<file path="src/rtl/red_seq_unit.sv">
// red_seq_unit: multi-cycle nibble reduction (RED) for the execute stage.
// Sums the eight sign-extended nibbles of A and B through one shared 9-bit
// accumulator, LANES_PER_CYCLE lane pairs per step, under start/stall/flush.
module red_seq_unit #(
    parameter int unsigned LANES_PER_CYCLE = 1
) (
    input  logic        clk,
    input  logic        rst_n,
    input  logic        start,
    input  logic [15:0] A,
    input  logic [15:0] B,
    input  logic        stall,
    input  logic        flush,
    output logic        busy,
    output logic        done,
    output logic [15:0] result
);

    localparam int unsigned DATA_W    = 16;
    localparam int unsigned ACC_W     = 9;
    localparam int unsigned NIB_W     = 4;
    localparam int unsigned CNT_W     = 2;
    localparam int unsigned NUM_STEPS = (LANES_PER_CYCLE == 0) ? 1 : 4 / LANES_PER_CYCLE;

    // Only 1, 2 or 4 lane pairs per step divide the four lanes evenly.
    if (!(LANES_PER_CYCLE == 1 || LANES_PER_CYCLE == 2 || LANES_PER_CYCLE == 4)) begin : g_bad_lanes
        $error("red_seq_unit: LANES_PER_CYCLE must be 1, 2 or 4");
    end

    typedef enum logic [1:0] {
        S_IDLE  = 2'd0,
        S_ACCUM = 2'd1,
        S_DONE  = 2'd2
    } state_t;

    state_t             state;
    logic [CNT_W-1:0]   cnt;
    logic [ACC_W-1:0]   acc;
    logic [DATA_W-1:0]  opa;
    logic [DATA_W-1:0]  opb;

    logic [ACC_W-1:0]   step_sum;
    logic [ACC_W-1:0]   acc_next;
    logic [CNT_W-1:0]   lane;
    logic [NIB_W-1:0]   nib_a;
    logic [NIB_W-1:0]   nib_b;
    logic               last_step;

    // Sum of the sign-extended nibbles selected by the current step.
    always_comb begin
        step_sum = '0;
        lane     = '0;
        nib_a    = '0;
        nib_b    = '0;
        for (int unsigned j = 0; j < LANES_PER_CYCLE; j++) begin
            lane     = CNT_W'(32'(cnt) * LANES_PER_CYCLE + j);
            nib_a    = opa[{lane, 2'b00} +: NIB_W];
            nib_b    = opb[{lane, 2'b00} +: NIB_W];
            step_sum = step_sum + {{(ACC_W-NIB_W){nib_a[NIB_W-1]}}, nib_a}
                                + {{(ACC_W-NIB_W){nib_b[NIB_W-1]}}, nib_b};
        end
        acc_next  = acc + step_sum;
        last_step = (cnt == CNT_W'(NUM_STEPS - 1));
    end

    // Sequencer: accept, accumulate, signal completion; flush beats stall beats start.
    always_ff @(posedge clk or negedge rst_n) begin
        if (!rst_n) begin
            state  <= S_IDLE;
            cnt    <= '0;
            acc    <= '0;
            opa    <= '0;
            opb    <= '0;
            busy   <= 1'b0;
            done   <= 1'b0;
            result <= '0;
        end else if (flush) begin
            state <= S_IDLE;
            cnt   <= '0;
            acc   <= '0;
            busy  <= 1'b0;
            done  <= 1'b0;
        end else if (!stall) begin
            case (state)
                S_IDLE: begin
                    done <= 1'b0;
                    if (start) begin
                        opa   <= A;
                        opb   <= B;
                        acc   <= '0;
                        cnt   <= '0;
                        busy  <= 1'b1;
                        state <= S_ACCUM;
                    end
                end
                S_ACCUM: begin
                    acc <= acc_next;
                    cnt <= cnt + CNT_W'(1);
                    if (last_step) begin
                        state  <= S_DONE;
                        busy   <= 1'b0;
                        done   <= 1'b1;
                        result <= {{(DATA_W-ACC_W){acc_next[ACC_W-1]}}, acc_next};
                    end
                end
                S_DONE: begin
                    done <= 1'b0;
                    if (start) begin
                        opa   <= A;
                        opb   <= B;
                        acc   <= '0;
                        cnt   <= '0;
                        busy  <= 1'b1;
                        state <= S_ACCUM;
                    end else begin
                        state <= S_IDLE;
                    end
                end
                default: begin
                    state <= S_IDLE;
                    busy  <= 1'b0;
                    done  <= 1'b0;
                end
            endcase
        end
    end

endmodule

</file>
<file path="config.mk">
export PLATFORM = sky130hd
export DESIGN_NAME = red_seq_unit
export DESIGN_NICKNAME = d
export VERILOG_FILES = /design/src/rtl/red_seq_unit.sv
export SDC_FILE = /design/constraint.sdc
export NUM_CORES = 1
export LEC_CHECK = 0
export ABC_AREA = 1
export CAP_MARGIN = 15
export CORE_MARGIN = 1
export CORE_UTILIZATION = 35
export DETAILED_ROUTE_END_ITERATION = 6
export PLACE_DENSITY = 0.56
export SLEW_MARGIN = 40
export SYNTH_ARGS = -nofsm -noshare
export SYNTH_HDL_FRONTEND = slang
export SYNTH_SLANG_ARGS = --single-unit
</file>
<file path="constraint.sdc">
create_clock -name clk -period 3.63 [get_ports clk]
set_clock_uncertainty 0.1 [all_clocks]
set_input_delay 0.726 -clock clk [delete_from_list [all_inputs] [get_ports clk]]
set_output_delay 0.726 -clock clk [all_outputs]
set_load 0.005 [all_outputs]
</file>
==> results.yml, run 1 <==
global_routing:
  grt_pass1_vias: 2565
  grt-ovfl-total: 0
  antenna_found_initial: 0
  grt_first_pass_wirelength_mm: 11.6
  track_usage: 0.163
  grt_max_degree: 35
clock_tree:
  post_cts_buffers: 0
  cts_max_path_buffers: 2
  tritoncts: "built"
  cts_root_buffer: "clkbuf_8"
  clk_pin_slew_ns: 0.10
  cts.repair.resized: 0
  ctsHtreeMaxLevel: 2
  cts_sinks: 56
  cts_made_buffers: 5
  hold_buffers: 0
  clock_latency_ns: 0.30
cells_and_area:
  antennaDiodeCount: 0
  final_area_sq_mm: 0.00374
  fillCellCount: 863
  syn_to_final_growth_pct: 24.1
  final_nets: 474
  final-seq-area_sq_mm: 0.00140
  multiInputGateArea_sq_mm: 0.00139
  drive_gt1_frac: 0.0662
setup_path:
  cpMostUsedCell: "nand2_1"
  crit_path_end_kind: "flop"
  crit-reg2reg-launch: "cnt[1]"
  critical_path.slowest_cell: "dfrtp_1"
  startpoint: "cnt[1]"
  crit_chain: "inv_1 > o21ai_0 > o22ai_1 > ha_1 > fa_1 > nand2_1 > nand3_1 > nand2_1 > ha_1 > nand2_1 > nand2_1 > a21oi_1 > nand2_1 > inv_1 > nand2_1 > nand3_1 > nand2_1"
  crit_type: "flop to flop"
  path_delay_family: "adder cells"
  startpoint_type: "flop"
  cpPeakStageDelay_ns: 0.52
  cp.buffers_inverters: 2
  critPathMaxFanout: 11
  critical_path_required_ns: 3.73
  crit_arrival_ns: 3.12
timing:
  period_needed_ns: 3.02
  setup_viol: 0
  hold_viol: 0
  fin_tns_setup_ns: 0
  finalCritPeriodShare: 0.833
  clock.fmax_mhz: 331
  drv_slew: 0
  rsz0062_at_grt: "false"
  relSlewSlack: 0.612
  tightest_slew_ns: 0.580
placed_design:
  io_buffers: 54
  placed_area_sq_mm: 0.00360
  place_congestion: 0.808
  dp.final_hpwl_mm: 4.97
detailed_routing:
  avgRoutedWirePerCell_um: 12.4
  first_pass_iters: 4
  routed_wl_mm: 6.55
  via_per_inst: 4.77
  drt_iter0_drc: 77
  drc: 0
  num_vias: 2517
  ant_nets: 0
floorplan:
  rows: 33
  io_pins: 55
  die_w_um: 94.8
  core-area_sq_mm: 0.00826
  start_util: 0.365
  dieArea_sq_mm: 0.00898
  die_h_um: 94.8
synth:
  synth_cells: 376
  ys_ff_latch: 56
  synth_top_area_frac: 0.465
  synthTopCellsByArea: "dfrtp_1 47%, nand2_1 16%, nand3_1 8.3%, ha_1 5.4%, o21ai_0 4.7%"
  synth_ff_type: "dfrtp_1"
  synth.distinct_cells: 25
  synth-async-reset-ratio: 1.00
  yosysWarnings: 0
  seq_area_frac_synth: 0.465
  syn_area_sq_mm: 0.00301
  synth_edf_count: 0
  avgSynthCellArea_sq_um: 8.01
  synth_nets: 428
  synth_area_leader_cell: "dfrtp_1"
pwr:
  power_frac_comb: 0.530
  switchingPower_mw: 1.36
  switching_share: 0.448
  internal_power_mw: 1.67
  powerDensity_mw_per_mm2: 810
  seqPwrFrac: 0.334
  clkPwrFrac: 0.136
  p_total_mw: 3.03
  ir_worst_vdd_mv: 0.265
  static-leakage-power_nw: 1.89
hold_path:
  hold_class: "primary input to asynchronous set/reset pin"
run:
  max_cap_violations: 0
status:
  status: "finished clean"
## metal layers
layer | global-route usage | routed length (um)
met1 | 0.208 | 3080
met3 | 0.0306 | 208
met2 | 0.284 | 3180
met5 | 0 | 0
met4 | 0.0379 | 77
## worst reg2reg max path, stage by stage, from the launching register on
cell	delay [ns]
dfrtp_1	0.52
inv_1	0.18
o21ai_0	0.12
o22ai_1	0.10
ha_1	0.22
fa_1	0.40
nand2_1	0.09
nand3_1	0.10
nand2_1	0.19
ha_1	0.31
nand2_1	0.12
nand2_1	0.06
a21oi_1	0.12
nand2_1	0.08
inv_1	0.05
nand2_1	0.06
nand3_1	0.07
nand2_1	0.05
## metrics by stage
step / worst slack [ns] / hold WS, ns / std cells / util
final: 0.608 / 0.194 / 528 / 0.453
after global routing: 0.231 / 0.199 / 528 / 0.453
after CTS: 0.607 / 0.388 / 527 / 0.449
after detailed placement: 0.657 / 0.363 / 519 / 0.436
after global placement: 0.731 / 0.360 / 519 / 0.436
after floorplan: 0.806 / 0.330 / 376 / -
## cell usage after synthesis (2+ instances only)
master	count
nor2_4	2
buf_4	7
nand2_1	128
o22ai_1	8
ha_1	13
nand2_2	2
inv_1	24
xor2_1	5
nand3_1	50
o21ai_0	28
dfrtp_1	56
clkbuf_1	5
inv_2	2
o21ai_2	4
buf_2	9
fa_1	2
nor2_1	20
a21oi_1	4
## registers in the layout (all words and copies together) (netlist names)
| name | flops |
|---|---|
| opb | 16 |
| busy | 1 |
| done | 1 |
| cnt | 2 |
| opa | 16 |
| acc | 9 |
| result | 9 |
| state | 2 |
## worst paths after layout
check,slack (ns),to,depth (start not counted)
setup / recovery,0.61,result[8],17
hold / removal,0.19,result[2],1
setup reg to reg,0.61,result[8],17
hold reg to reg,0.39,opb[11],2
max in group asynchronous,2.60,opb[0],3
min in group clk,0.39,opb[11],2
## layout make-up
type | count | area share
Clock buffer | 6 | 0.0194
Clock inverter | 2 | 0.0104
Inverter | 26 | 0.0261
Multi-Input combinational cell | 272 | 0.371
Sequential cell | 56 | 0.375
Tap cell | 105 | 0.0351
Timing Repair Buffer | 61 | 0.163
## logic make-up (layout without fill, tap and decap cells)
kind of cell | after synthesis | count (layout) | synth area share
flip-flops | 56 | 56 | 0.465
AO/OA/AOI/OAI | 46 | 46 | 0.0893
XOR/XNOR | 5 | 5 | 0.0145
AND/OR/NAND/NOR | 206 | 206 | 0.289
adder cells (fa/ha/maj) | 15 | 15 | 0.0673
buffers and inverters | 48 | 95 | 0.0748
## power groups by stage
stage | registers [mW] | logic (mW) | clock network (mW)
2_1_floorplan | 0.959 | 1.26 | 0
3_5_place_dp | 1.02 | 1.62 | 0
4_1_cts | 1.01 | 1.62 | 0.430
5_1_grt | 1.04 | 1.86 | 0.451
6_report | 1.01 | 1.61 | 0.411
3_3_place_gp | 1.03 | 1.59 | 0
## placed cells by master (no fill, tap or decap), types with 2 or more instances in the layout
cell type,instances
fa_1,2
a21oi_1,4
inv_2,2
clkdlybuf4s50_1,53
o21ai_0,27
xor2_1,5
ha_1,13
dfrtp_1,56
nand3_1,50
o21ai_2,4
clkbuf_8,5
nor2_4,2
buf_4,6
nand2_1,128
inv_1,24
o22ai_1,8
nor2_1,19
nand2_2,2
Power figures use the tool's default switching activity.
==> inputs of run 2 (changes only) <==
Clock period 3.63 ns to 2.8 ns, I/O delays scaled along.
==> results.yml, run 2 (synthesis results as in run 1) <==
cells_and_area:
  syn_to_final_growth_pct: 33.6
  final_common_cell: "nand2_1"
  drive_gt1_frac: 0.196
  final_nets: 490
  final_cell_mix: "118 x nand2_1, 56 x dfrtp_1, 53 x clkdlybuf4s50_1, 46 x nand3_1, 20 x inv_1"
  fillCellCount: 828
  top_regs: "opa: 16 flops, opb: 16 flops"
  final_core_util: 0.487
  multiInputGateArea_sq_mm: 0.00157
  final-seq-area_sq_mm: 0.00140
  antennaDiodeCount: 0
setup_path:
  crit_arrival_ns: 2.92
  startpoint_type: "flop"
  crit_type: "flop to flop"
  rrSetupSlack_ns: 0.04
  crit_path_end_kind: "flop"
  critical_path_required_ns: 2.96
  critPathMaxFanout: 5
global_routing:
  busiest_layer: "met2"
  grtUsageMet3: 0.0330
  grt_max_degree: 57
  antenna_found_initial: 0
  grt_pass1_vias: 2506
  grt_util_met1: 0.224
  use_met2: 0.270
  grt-ovfl-total: 0
  track_usage: 0.167
  grt_first_pass_wirelength_mm: 11.7
pwr:
  power_frac_comb: 0.627
  p_total_mw: 4.79
  switchingPower_mw: 2.10
  seqPwrFrac: 0.277
  static-leakage-power_nw: 1.98
  internal_power_mw: 2.70
  clkPwrFrac: 0.096
  ir_worst_vdd_mv: 0.502
  switching_share: 0.438
  powerDensity_mw_per_mm2: 1190
run:
  max_cap_violations: 0
timing:
  fin_tns_setup_ns: 0
  relSlewSlack: 0.587
  tightest_slew_ns: 0.617
  hold_viol: 0
  whs_ns: 0.120
  clock.fmax_mhz: 362
  rsz0062_at_grt: "true"
  setup_viol: 0
  period_needed_ns: 2.76
  drv_slew: 0
  finalCritPeriodShare: 0.987
detailed_routing:
  first_pass_iters: 4
  drc: 0
  via_per_inst: 4.82
  num_vias: 2620
  ant_nets: 0
  drt_iter0_drc: 86
  routed_wl_mm: 6.88
  avgRoutedWirePerCell_um: 12.6
clock_tree:
  hold_buffers: 0
  cts_root_buffer: "clkbuf_8"
  cts_sinks: 56
  clk_pin_slew_ns: 0.10
  cts_max_path_buffers: 2
  ctsHtreeMaxLevel: 2
  cts_made_buffers: 5
  tritoncts: "built"
  clock_latency_ns: 0.31
placed_design:
  place_congestion: 0.864
  io_buffers: 54
  dp.final_hpwl_mm: 4.85
status:
  status: "finished clean"
floorplan:
  die_w_um: 94.8
  core-area_sq_mm: 0.00826
  start_util: 0.365
  die_h_um: 94.8
  io_pins: 55
  rows: 33
  dieArea_sq_mm: 0.00898
hold_path:
  hold_class: "primary input to asynchronous set/reset pin"
-- run 2: cell count changes in the layout (fill, tap and decap cells not counted), moves of 5 or more --
cell / previous run / this run
o21ai_1: 1 / 7
nand2_1: 128 / 118
nand2_2: 2 / 11
ha_1: 13 / 7
o21ai_0: 27 / 17
ha_4: 0 / 5
buf_4: 6 / 18
-- run 2: cell type report --
cell class	instances	share of cell area
inverter	26	0.0242
timing repair buffer	77	0.181
multi-input combinational	272	0.391
clock inverter	2	0.00249
clock buffer	6	0.0205
tap	105	0.0326
sequential	56	0.348
-- run 2: worst max-delay path: stages, from the launching register on --
cell and delay [ns]:
dfrtp_1 0.41, inv_2 0.07, buf_6 0.13, o21ai_2 0.14
o22ai_2 0.09, ha_2 0.20, fa_2 0.38, nand2_2 0.07
nand3_2 0.10, nand2_4 0.15, ha_4 0.23, nand2_2 0.06
nand2_2 0.05, inv_2 0.05, o21a_1 0.17, nand2_1 0.07
nand2_1 0.08, nand3_1 0.07, nand2_1 0.08
-- run 2: path summary, 6_finish.rpt --
kind	end	cells past startpoint	start
setup / recovery	result[7]	18	cnt[0]
hold / removal	acc[4]	2	rst_n
setup reg to reg	result[7]	18	cnt[0]
hold reg to reg	opb[1]	2	opb[1]
max in group asynchronous	opb[11]	2	rst_n
min in group clk	opb[1]	2	opb[1]
-- run 2: per-layer routing --
| layer | vias to the layer above | part of all wire |
|---|---|---|
| met5 | - | 0 |
| met4 | 0 | 0.013 |
| met3 | 8 | 0.027 |
| met2 | 47 | 0.49 |
| met1 | 1225 | 0.47 |
| li1 | 1340 | - |
-- run 2: timing repair --
item                       4_1_cts  5_1_grt
gates resized for setup          9       46
setup endpoints to repair        7       14
cloned                           0        1
pin swaps                        1       23
buffers inserted                 1        2
-- run 2: power groups by stage --
| stage | registers (mW) | clock network (mW) | logic [mW] |
|---|---|---|---|
| 2_1_floorplan | 1.24 | 0 | 1.64 |
| 3_3_place_gp | 1.32 | 0 | 2.39 |
| 3_5_place_dp | 1.31 | 0 | 2.43 |
| 4_1_cts | 1.31 | 0.480 | 2.62 |
| 5_1_grt | 1.36 | 0.507 | 3.38 |
| 6_report | 1.33 | 0.462 | 3.01 |
-- run 2: per-stage QoR --
stage | worst slack (ns) | area [sq um] | cells
3_5_place_dp | -0.0861 | 3710 | 532
2_1_floorplan | 0.00525 | 3020 | 376
4_1_cts | 0.0128 | 3860 | 541
5_1_grt | -0.134 | 4030 | 544
6_report | 0.0367 | 4030 | 544
3_3_place_gp | 0.0182 | 3710 | 532
